### src/rtl/fetch_unit.sv
// fetch_unit: instruction fetch unit feeding the decoder from instruction memory.
//   Keeps the program counter, issues word reads over a req/ack + rvalid handshake,
//   buffers returned words in an in-order prefetch FIFO and presents them with valid/ready.
//   A redirect flushes the FIFO, restarts at redirect_pc and drops stale in-flight responses.
// Ports:
//   clk_i, reset_n_i                   clock, asynchronous active-low reset
//   imem_req_o, imem_addr_o            fetch request and word address
//   imem_ack_i                         request accepted this cycle
//   imem_rvalid_i, imem_rdata_i        in-order read response
//   inst_o, inst_pc_o, inst_valid_o    FIFO head towards the decoder
//   inst_ready_i                       decoder consumes the head
//   redirect_i, redirect_pc_i          flush and restart fetching at redirect_pc_i
//   fetch_fault_o                      misaligned redirect pending
// Build option: define FETCH_ALIGN_CHECK_EN to trap misaligned redirects in a FAULT state;
//   otherwise the low two bits of redirect_pc_i are ignored and fetch_fault_o is 0.
module fetch_unit #(
    parameter logic [31:0] RESET_PC   = 32'h0000_0000,
    parameter int          FIFO_DEPTH = 2
) (
    input  logic        clk_i,
    input  logic        reset_n_i,
    output logic        imem_req_o,
    output logic [31:0] imem_addr_o,
    input  logic        imem_ack_i,
    input  logic        imem_rvalid_i,
    input  logic [31:0] imem_rdata_i,
    output logic [31:0] inst_o,
    output logic [31:0] inst_pc_o,
    output logic        inst_valid_o,
    input  logic        inst_ready_i,
    input  logic        redirect_i,
    input  logic [31:0] redirect_pc_i,
    output logic        fetch_fault_o
);
    localparam int AW = $clog2(FIFO_DEPTH);
    localparam int CW = AW + 1;

    typedef enum logic [1:0] {IDLE, RUN, FAULT} state_t;

    state_t          state_q, state_d;
    logic [31:0]     pc_q, pc_d;
    logic [CW-1:0]   count_q, count_d;
    logic [CW-1:0]   inflight_q, inflight_d;
    logic [CW-1:0]   discard_q, discard_d;
    logic [AW-1:0]   rd_ptr_q, rd_ptr_d, wr_ptr_q, wr_ptr_d;
    logic [AW-1:0]   aq_rd_q, aq_rd_d, aq_wr_q, aq_wr_d;
    logic [31:0]     fifo_inst_q [FIFO_DEPTH];
    logic [31:0]     fifo_pc_q   [FIFO_DEPTH];
    logic [31:0]     aq_q        [FIFO_DEPTH];

    logic            req, ack, push, pop, misaligned;
    logic [31:0]     tgt_pc;

`ifdef FETCH_ALIGN_CHECK_EN
    assign tgt_pc        = redirect_pc_i;
    assign misaligned    = redirect_pc_i[1:0] != 2'b00;
    assign fetch_fault_o = state_q == FAULT;
`else
    assign tgt_pc        = redirect_pc_i & 32'hFFFF_FFFC;
    assign misaligned    = 1'b0;
    assign fetch_fault_o = 1'b0;
`endif

    // Credit counts stale in-flight requests too, so a push can never find the FIFO full.
    assign req  = (state_q == RUN) && !redirect_i &&
                  (({1'b0, count_q} + {1'b0, inflight_q}) < (CW+1)'(FIFO_DEPTH));
    assign ack  = req && imem_ack_i;
    assign push = imem_rvalid_i && !redirect_i && (discard_q == '0);
    assign pop  = (count_q != '0) && inst_ready_i && !redirect_i;

    assign imem_req_o   = req;
    assign imem_addr_o  = pc_q;
    assign inst_o       = fifo_inst_q[rd_ptr_q];
    assign inst_pc_o    = fifo_pc_q[rd_ptr_q];
    assign inst_valid_o = count_q != '0;

    always_comb begin
        state_d    = redirect_i ? (misaligned ? FAULT : RUN) : (state_q == IDLE ? RUN : state_q);
        pc_d       = redirect_i ? tgt_pc : (ack ? pc_q + 32'd4 : pc_q);
        inflight_d = inflight_q + CW'(ack) - CW'(imem_rvalid_i);
        // Everything still outstanding after this cycle belongs to the old stream.
        discard_d  = redirect_i ? inflight_d :
                     (imem_rvalid_i && discard_q != '0) ? discard_q - CW'(1) : discard_q;
        count_d    = redirect_i ? '0 : count_q + CW'(push) - CW'(pop);
        rd_ptr_d   = redirect_i ? '0 : rd_ptr_q + AW'(pop);
        wr_ptr_d   = redirect_i ? '0 : wr_ptr_q + AW'(push);
        // The address queue tracks every issued request, stale or not, so it is never flushed.
        aq_wr_d    = aq_wr_q + AW'(ack);
        aq_rd_d    = aq_rd_q + AW'(imem_rvalid_i);
    end

    always_ff @(posedge clk_i or negedge reset_n_i) begin
        if (!reset_n_i) state_q <= IDLE;
        else            state_q <= state_d;
    end

    always_ff @(posedge clk_i or negedge reset_n_i) begin
        if (!reset_n_i) begin
            pc_q       <= RESET_PC;
            count_q    <= '0;
            inflight_q <= '0;
            discard_q  <= '0;
            rd_ptr_q   <= '0;
            wr_ptr_q   <= '0;
            aq_rd_q    <= '0;
            aq_wr_q    <= '0;
        end else begin
            pc_q       <= pc_d;
            count_q    <= count_d;
            inflight_q <= inflight_d;
            discard_q  <= discard_d;
            rd_ptr_q   <= rd_ptr_d;
            wr_ptr_q   <= wr_ptr_d;
            aq_rd_q    <= aq_rd_d;
            aq_wr_q    <= aq_wr_d;
        end
    end

    always_ff @(posedge clk_i or negedge reset_n_i) begin
        if (!reset_n_i) begin
            for (int i = 0; i < FIFO_DEPTH; i++) begin
                fifo_inst_q[i] <= '0;
                fifo_pc_q[i]   <= '0;
                aq_q[i]        <= '0;
            end
        end else begin
            if (ack) aq_q[aq_wr_q] <= pc_q;
            if (push) begin
                fifo_inst_q[wr_ptr_q] <= imem_rdata_i;
                fifo_pc_q[wr_ptr_q]   <= aq_q[aq_rd_q];
            end
        end
    end
endmodule

### config.mk
export PLATFORM = sky130hd
export DESIGN_NAME = fetch_unit
export DESIGN_NICKNAME = d
export VERILOG_FILES = /design/src/rtl/fetch_unit.sv
export SDC_FILE = /design/constraint.sdc
export NUM_CORES = 1
export LEC_CHECK = 0
export ABC_AREA = 1
export ABC_CLOCK_PERIOD_IN_PS = 4400
export BUFFER_PORTS_ARGS = -buffer_cell sky130_fd_sc_hd__buf_2
export CAP_MARGIN = 10
export CORE_MARGIN = 2
export CORE_UTILIZATION = 61
export CTS_CLUSTER_DIAMETER = 40
export DETAILED_ROUTE_END_ITERATION = 10
export GPL_TIMING_DRIVEN = 0
export PLACE_DENSITY = 0.85
export SYNTH_ARGS = -nofsm -noshare
export SYNTH_HDL_FRONTEND = slang
export SYNTH_SLANG_ARGS = --single-unit
### constraint.sdc
create_clock -name clk_i -period 4.4 [get_ports clk_i]
set_input_delay 0.22 -clock clk_i [delete_from_list [all_inputs] [get_ports clk_i]]
set_output_delay 0.22 -clock clk_i [all_outputs]
set_load 0.05 [all_outputs]
## Yosys cells after proc, flatten, opt, wreduce, memory -nomap -nowiden

Cells that the tools add are included.

- Output and inout bits: 99
- Register bits: 236
- Word-level logic and storage cells: 81
- Bits of input ports: 70

- Add/subtract/negate cells: 11
- Mux-type cells: 25
- Reductions and logical operators: 18
- Equality and inequality tests: 1
- Magnitude comparators: 7
- Bitwise gates (word level): 4

Operator list:

| cell | number |
|---|---|
| $mux W32 | 13 |
| $bwmux W64 | 3 |
| $demux W32 S1 | 2 |
| $add A32 B3 Y32 const B | 1 |
| $logic_and A1 B1 Y1 | 10 |
| $mux W2 | 5 |
| $reduce_bool A2 Y1 | 5 |
| $ge A2 B2 Y1 const B | 4 |
| $not A1 Y2 | 4 |
| $add A1 B1 Y1 | 4 |
| $add A2 B1 Y2 | 2 |
| $logic_not A2 Y1 | 2 |
| $lt A2 B1 Y1 const B | 2 |
| $sub A2 B1 Y2 | 2 |
| $add A2 B2 Y3 | 1 |
| $lt A3 B2 Y1 const B | 1 |
| $eq A2 B1 Y1 const B | 1 |
| $mux W1 | 2 |
| $sub A2 B1 Y2 const B | 1 |
| $logic_not A1 Y1 | 1 |

## Logic depth before layout (Yosys ltp)

Gate-level depths: netlist of the first run.

- Depth after elaboration: 7
- Depth in mapped cells: 13
- Gate-level depth less buffers: 12

## Worst setup path before layout of the first run

No wires, ideal clock.

- Path kind: register to register
- From: register count_q[0]
- To: register aq_q[49] (netlist name)
- Buffers on the path: 4
- Clock period less this slack: 2,329 ps
- Stages on the path, launching flop included: 14
- Library setup time: 78 ps
- Required time: 4,322 ps
- Data arrival time: 2,251 ps
- Setup slack: 2,071 ps
- Cells stage by stage: dfrtp_1 nand2_1 inv_1 fa_1 inv_1 nand4_4 inv_2 buf_4 buf_4 ha_1 buf_2 buf_1 nor2_1 a21oi_1

- Cells in the longest elaborated chain, start to end: 4

RTL lines:

| element | line | text |
|---|---|---|
| from (decl) | 42 | `logic [CW-1:0] count_q, count_d;` |
| from (signal assigned) | 109 | `count_q <= count_d;` |
| $add A2 B2 Y3 | 66 | `(({1'b0, count_q} + {1'b0, inflight_q}) < (CW+1)'(FIFO_DEPTH));` |
| $lt A3 B2 Y1 | 66 |  |
| $logic_and A1 B1 Y1 | 65 | `assign req = (state_q == RUN) && !redirect_i &&` |
| $logic_and A1 B1 Y1 | 67 | `assign ack = req && imem_ack_i;` |
| to (signal, indexed assignment) | 127 | `if (ack) aq_q[aq_wr_q] <= pc_q;` |
| to (decl) | 49 | `logic [31:0] aq_q [FIFO_DEPTH];` |

Every way passes these cells.
A chain may end at the register's enable or synchronous reset.

## Final worst setup path of the first run

- From: register count_q[0]
- To: register aq_q[38] (netlist name)

The elaborated chain is that of the path after synthesis.

==> impl_metrics.yaml, run 1 <==
sta:
  period_share_pct: 65.7
  fmax_ghz: 0.346
  setup_viol: 0
  hold_viol_final: 0
  final_max_slew_viol_count: 0
  holdWs_ns: 0.0138
  fin_skew_ns: 0.0283
  finalSetupTns_ns: 0
  period_needed_ns: 2.89
  rsz0062_at_grt: "no"
  maxSlewHeadroom_pct: 36.6
  tightest_slew_ns: 0.952
floorplan:
  die_area_um2: 18300
  start_util_pct: 61.6
  rows: 48
  die_w_um: 135
  die_h_um: 135
  fp.coreArea_um2: 17100
  io_pins: 169
placed_design:
  dp_hpwl_mm: 19.9
  portBuffers: 161
  placed_area_um2: 11700
  gp_congestion: 0.942
clock_network:
  clk_pin_slew_ns: 0.06
  cts_tree: "yes"
  post_cts_buffers: 0
  cts.sinks: 225
  cts_hold_buf: 49
  h-tree-depth: 2
  clk_latency_ns: 0.51
  root_buffer: "clkbuf_16"
  numCtsBuffers: 34
  cts-resized-gates: 0
  clockBufferDepth: 3
layout:
  regArea_um2: 5630
  utilization_pct: 77.7
  multi_input_area_um2: 4110
  syn_to_final_growth_pct: 26.2
  num_antenna_cells: 0
  drive_gt1_share_pct: 16.4
  fillers: 1094
  fin_area_um2: 13300
  layout.nets: 1678
status:
  status: "finished, final reports clean"
global_routing:
  grt_max_degree: 127
  grt_pass1_wl_mm: 50.5
  grt.total_usage_pct: 34.8
  antenna_found_initial: 0
  overflow: 0
  grt_pass1_vias: 10399
logic_synthesis:
  async_reset_ff_share_pct: 100
  ys.flop_type: "dfrtp_1"
  ys_seq_area_share_pct: 53.4
  yosys.area.top_type: "dfrtp_1"
  synth_top_area_share_pct: 53.4
  yosysWarnings: 0
  synthesis.area_um2: 10500
  netlist_instances: 1346
  ys_ff_latch: 225
  synth_area_per_cell_um2: 7.83
  synthTopCellsByArea: "dfrtp_1 (53%), nand2_1 (18%), o21ai_0 (9.8%), inv_1 (4.6%), nand3_1 (2.4%)"
  ys_types: 30
  synth_edf_count: 0
drt:
  via_count: 10312
  wirelength_mm: 31.4
  drc_errors: 0
  viasPerCell: 5.59
  first_pass_iters: 6
  drt_iter0_drc: 1000
  ant_nets: 0
  wire_per_inst_um: 17.0
setup_path:
  crit_top_cell: "buf_4"
  cp_cell_sequence: "nand2_1, inv_1, fa_1, nor2_2, nand4_4, inv_2, buf_4, buf_4, ha_1, buf_2, buf_1, a21oi_1"
  cp-start-kind: "flop"
  cp_slowest_cell: "buf_1"
  crit_type: "flop to flop"
  endpoint_kind: "flop"
  cp.arrival_ns: 3.24
  r2r_cells: 12
  path_max_fanout: 11
  max_stage_delay_ns: 0.43
  required_ns: 4.75
pwr:
  powerDensity_nw_per_um2: 737
  p_leak_nw: 6.75
  finalPower_mw: 9.80
  ir_worst_vdd_mv: 0.579
hold_path:
  holdPathStages: 5
  hold_path_class: "input pin to flop"
job:
  cap_violations: 0
==> logic make-up after synthesis <==
family	synth area share, %
AO/OA/AOI/OAI	11.4
XOR/XNOR	0.831
multiplexers	0.427
buffers and inverters	7.75
other	0.0712
AND/OR/NAND/NOR	24.7
flip-flops	53.4
adder cells (fa/ha/maj)	1.38
==> layout make-up <==
cell class,count,area share [%]
plain buffers,75,2.50
clock buffers,45,7.39
clock inverters,13,1.08
inverters,129,3.64
multi-input cells,921,30.9
flip-flops and latches,225,42.3
well taps,225,2.12
repair buffers,211,10.0
==> where the power goes <==
part / switching, mW / internal, mW / leakage, nW
clock: 0.961 / 1.69 / 0.544
combinational: 2.83 / 0.946 / 3.39
sequential: 0.471 / 2.90 / 2.82
total: 4.26 / 5.54 / 6.75
==> sequential cells by signal, summed over array words and instances (netlist names) <==
| signal | cells |
|---|---|
| state_q | 1 |
| fifo_pc_q | 60 |
| aq_wr_q | 1 |
| discard_q | 2 |
| aq_rd_q | 1 |
| inflight_q | 2 |
| imem_addr_o | 30 |
| rd_ptr_q | 1 |
| count_q | 2 |
| wr_ptr_q | 1 |
| aq_q | 60 |
| fifo_inst_q | 64 |
==> synthesized netlist by cell type (2+ instances only) <==
library cell and number:
buf_2 16, clkbuf_1 46, dfrtp_1 225, xor2_1 6
inv_1 128, nand3_1 51, nor3_1 4, o211ai_1 3
nor2_2 7, nand2_2 4, nand2_1 511, nor2_1 64
xnor2_1 4, buf_1 4, or2_2 2, mux2_2 4
ha_1 10, conb_1 2, nor2_4 4, a21oi_1 27
o21ai_1 3, buf_4 8, o21ai_0 206
==> cell usage in the layout, fill, tap and decap left out <==
cell	Yosys	final
a21oi_1	27	27
nand2_4	1	1
inv_6	0	3
o21ai_0	206	206
nand3_1	51	51
o211ai_1	3	3
nand2_2	4	4
buf_16	0	1
nor2_4	4	4
buf_1	4	4
clkinv_2	0	2
xor2_1	6	6
clkbuf_8	0	7
inv_2	1	1
xnor2_1	4	4
dlygate4sd3_1	0	49
clkinvlp_4	0	4
o21ai_1	3	3
clkinv_4	0	2
clkbuf_1	46	49
conb_1	2	6
buf_4	8	8
mux2_2	4	4
bufinv_16	0	2
nor2_1	64	64
and2_1	1	1
nand2_1	511	511
dfrtp_1	225	225
nand4_1	1	1
nor2_2	7	7
inv_1	128	128
or2_2	2	2
ha_1	10	10
clkbuf_2	1	1
clkbuf_16	0	35
fa_1	1	1
nand4_4	1	1
buf_2	16	176
nor3_1	4	4
buf_8	0	1
==> metrics by stage <==
| step | setup WS [ns] | instances |
|---|---|---|
| final | 1.51 | 1844 |
| after global routing | 1.34 | 1844 |
| after CTS | 1.52 | 1844 |
| after detailed placement | 1.58 | 1737 |
| after global placement | -0.643 | 1736 |
| after floorplan | 2.07 | 1350 |
==> per-layer routing <==
layer	vias up	global-route usage [%]	wire [um]
met2	575	57.8	15300
li1	4719	-	-
met5	-	0	0
met1	4907	44.2	12100
met4	0	15.5	1110
met3	111	7.48	2880
==> final timing paths <==
kind | start | end | slack [ns]
hold / removal | redirect_pc_i[20] | imem_addr_o[20]$_DFFE_PN0P_ | 0.01
setup / recovery | count_q[0]$_DFF_PN0_ | aq_q[38]$_DFFE_PN0P_ | 1.51
setup reg to reg | count_q[0]$_DFF_PN0_ | aq_q[38]$_DFFE_PN0P_ | 1.51
max in group asynchronous | reset_n_i | imem_addr_o[9]$_DFFE_PN0P_ | 2.95
min in group asynchronous | reset_n_i | fifo_inst_q[11]$_DFFE_PN0P_ | 0.41
hold reg to reg | fifo_inst_q[20]$_DFFE_PN0P_ | fifo_inst_q[20]$_DFFE_PN0P_ | 0.47
==> critical path, delay by kind of cell, from the launching register on <==
family	cells	cell delay [ns]
buffers and inverters	6	1.21
adder cells (fa/ha/maj)	2	0.58
AND/OR/NAND/NOR	3	0.42
flip-flops	1	0.39
AO/OA/AOI/OAI	1	0.16
Power figures use the tool's default switching activity.
==> run 2: changes to the inputs <==
--- a/config.mk
+++ b/config.mk
@@ -6,15 +6,15 @@
 export NUM_CORES = 1
 export LEC_CHECK = 0
 export ABC_AREA = 1
-export ABC_CLOCK_PERIOD_IN_PS = 4400
+export ABC_CLOCK_PERIOD_IN_PS = 3000
 export BUFFER_PORTS_ARGS = -buffer_cell sky130_fd_sc_hd__buf_2
 export CAP_MARGIN = 10
 export CORE_MARGIN = 2
-export CORE_UTILIZATION = 61
+export CORE_UTILIZATION = 57
 export CTS_CLUSTER_DIAMETER = 40
 export DETAILED_ROUTE_END_ITERATION = 10
 export GPL_TIMING_DRIVEN = 0
-export PLACE_DENSITY = 0.85
+export PLACE_DENSITY = 0.8
 export SYNTH_ARGS = -nofsm -noshare
 export SYNTH_HDL_FRONTEND = slang
 export SYNTH_SLANG_ARGS = --single-unit
==> constraint.sdc (replaced) <==
create_clock -name clk_i -period 3 [get_ports clk_i]
set_input_delay 0.15 -clock clk_i [delete_from_list [all_inputs] [get_ports clk_i]]
set_output_delay 0.15 -clock clk_i [all_outputs]
set_load 0.05 [all_outputs]
==> impl_metrics.yaml, run 2 (synthesis results as in run 1) <==
setup_path:
  cp_cell_sequence: "nand2_1, inv_1, fa_1, inv_1, nand4_4, inv_2, buf_4, buf_4, ha_1, buf_2, buf_1, a21oi_1"
  max_stage_delay_ns: 0.44
  cp.arrival_ns: 3.16
  rr_startpoint: "count_q[0]$_DFF_PN0_"
  endpoint_kind: "flop"
  cp_slowest_cell: "fa_1"
  cp-start-kind: "flop"
  required_ns: 3.37
  path_max_fanout: 11
  crit_type: "flop to flop"
  crit_start: "count_q[0]$_DFF_PN0_"
layout:
  largest_register_ffs: 64
  syn_to_final_growth_pct: 28.6
  final_common_cell: "nand2_1"
  drive_gt1_share_pct: 16.9
  fin_area_um2: 13600
  finalNonFillerCells: 1869
  top_regs: "fifo_inst_q x64, aq_q x60, fifo_pc_q x60"
  layout_common_cells: "nand2_1 (511), dfrtp_1 (225), o21ai_0 (206), buf_2 (176), inv_1 (128)"
  largest_register: "fifo_inst_q"
  layout.nets: 1695
  fillers: 1292
  num_antenna_cells: 0
  utilization_pct: 75.2
drt:
  wire_per_inst_um: 16.8
  viasPerCell: 5.43
  first_pass_iters: 6
  ant_nets: 0
  wirelength_mm: 31.4
  drt_iter0_drc: 701
  via_count: 10150
  drc_errors: 0
clock_network:
  numCtsBuffers: 35
  post_cts_buffers: 0
  clk_pin_slew_ns: 0.06
  h-tree-depth: 2
  cts.sinks: 225
  cts_tree: "yes"
  clk_latency_ns: 0.51
  clockBufferDepth: 3
  root_buffer: "clkbuf_16"
sta:
  finalSetupTns_ns: 0
  tightest_slew_ns: 0.644
  period_needed_ns: 2.79
  holdWs_ns: 0.0879
  setup_viol: 0
  layout_setup_ws_ns: 0.209
  rsz0062_at_grt: "no"
  maxSlewHeadroom_pct: 57.0
  period_share_pct: 93.0
  fin_skew_ns: 0.0203
  fmax_ghz: 0.358
  final_max_slew_viol_count: 0
  hold_viol_final: 0
placed_design:
  placed_area_um2: 11700
  dp_hpwl_mm: 20.0
  portBuffers: 161
  place_inst: 1742
  post-place-ws_ns: 0.231
  gp_congestion: 0.936
global_routing:
  grt_max_degree: 83
  overflow: 0
  grt_pass1_wl_mm: 50.7
  grt.total_usage_pct: 32.1
  grt_pass1_vias: 10291
  met1_usage_pct: 41.0
  grt_use_met2_pct: 55.3
  antenna_found_initial: 0
  met3_usage_pct: 5.26
  grt.busiest_layer: "met2"
pwr:
  powerDensity_nw_per_um2: 1070
  ir_worst_vdd_mv: 0.888
  p_leak_nw: 6.86
  finalPower_mw: 14.6
floorplan:
  start_util_pct: 58.5
  io_pins: 169
  rows: 49
  die_area_um2: 19600
  die_w_um: 140
  die_h_um: 140
  fp.coreArea_um2: 18000
status:
  status: "finished, final reports clean"
hold_path:
  hold_path_class: "input pin to flop"
  worstHoldStart: "inst_ready_i"
job:
  cap_violations: 0
[run 2: cell types whose count changed in the layout (fill, tap and decap cells not counted), moves of 2 or more]
cell,change
clkbuf_1,-2
buf_1,-2
clkinvlp_4,+5
clkbuf_16,+2
clkinv_2,+2
dlygate4sd3_1,+15
clkbuf_8,-5
clkbuf_2,+3
[run 2: worst paths after layout]
check / to / slack, ns / depth (start not counted)
worst max-delay path: aq_q[47]$_DFFE_PN0P_ / 0.21 / 12
worst min-delay path: rd_ptr_q$_DFF_PN0_ / 0.09 / 3
worst max register to register: aq_q[47]$_DFFE_PN0P_ / 0.21 / 12
worst min register to register: fifo_inst_q[3]$_DFFE_PN0P_ / 0.47 / 2
max in group asynchronous: imem_addr_o[14]$_DFFE_PN0P_ / 1.62 / 4
min in group asynchronous: fifo_inst_q[39]$_DFFE_PN0P_ / 0.19 / 2
[run 2: where the power goes]
group	switching (mW)	leakage, nW	total, mW	internal, mW
logic	4.12	3.48	5.53	1.41
registers	0.676	2.82	4.93	4.26
clock network	1.51	0.560	4.09	2.58
[run 2: routing by layer]
| layer | up-vias | wire, um |
|---|---|---|
| li1 | 4751 | - |
| met1 | 4809 | 12500 |
| met2 | 504 | 15400 |
| met3 | 86 | 2500 |
| met4 | 0 | 1030 |
| met5 | - | 0 |
[run 2: layout make-up]
class | instances | area, um2 | area share, %
Inverter | 129 | 484 | 3.57
Buffer | 75 | 337 | 2.48
Timing Repair Buffer | 227 | 1510 | 11.1
Clock buffer | 41 | 961 | 7.09
Clock inverter | 22 | 233 | 1.72
Sequential cell | 225 | 5630 | 41.5
Tap cell | 229 | 287 | 2.11
Multi-Input combinational cell | 921 | 4110 | 30.3
[run 2: what timing repair did]
action | in CTS | in global routing
hold endpoints to repair | 157 | 0
hold buffers | 64 | 0
endpoints found under the setup margin | 0 | 18
resized for setup | 0 | 5
[run 2: critical path: cells and delay by family, from the launching register on]
family,cells,cell delay [ns]
AO/OA/AOI/OAI,1,0.15
buffers and inverters,7,1.29
AND/OR/NAND/NOR,2,0.21
adder cells (fa/ha/maj),2,0.61
flip-flops,1,0.38
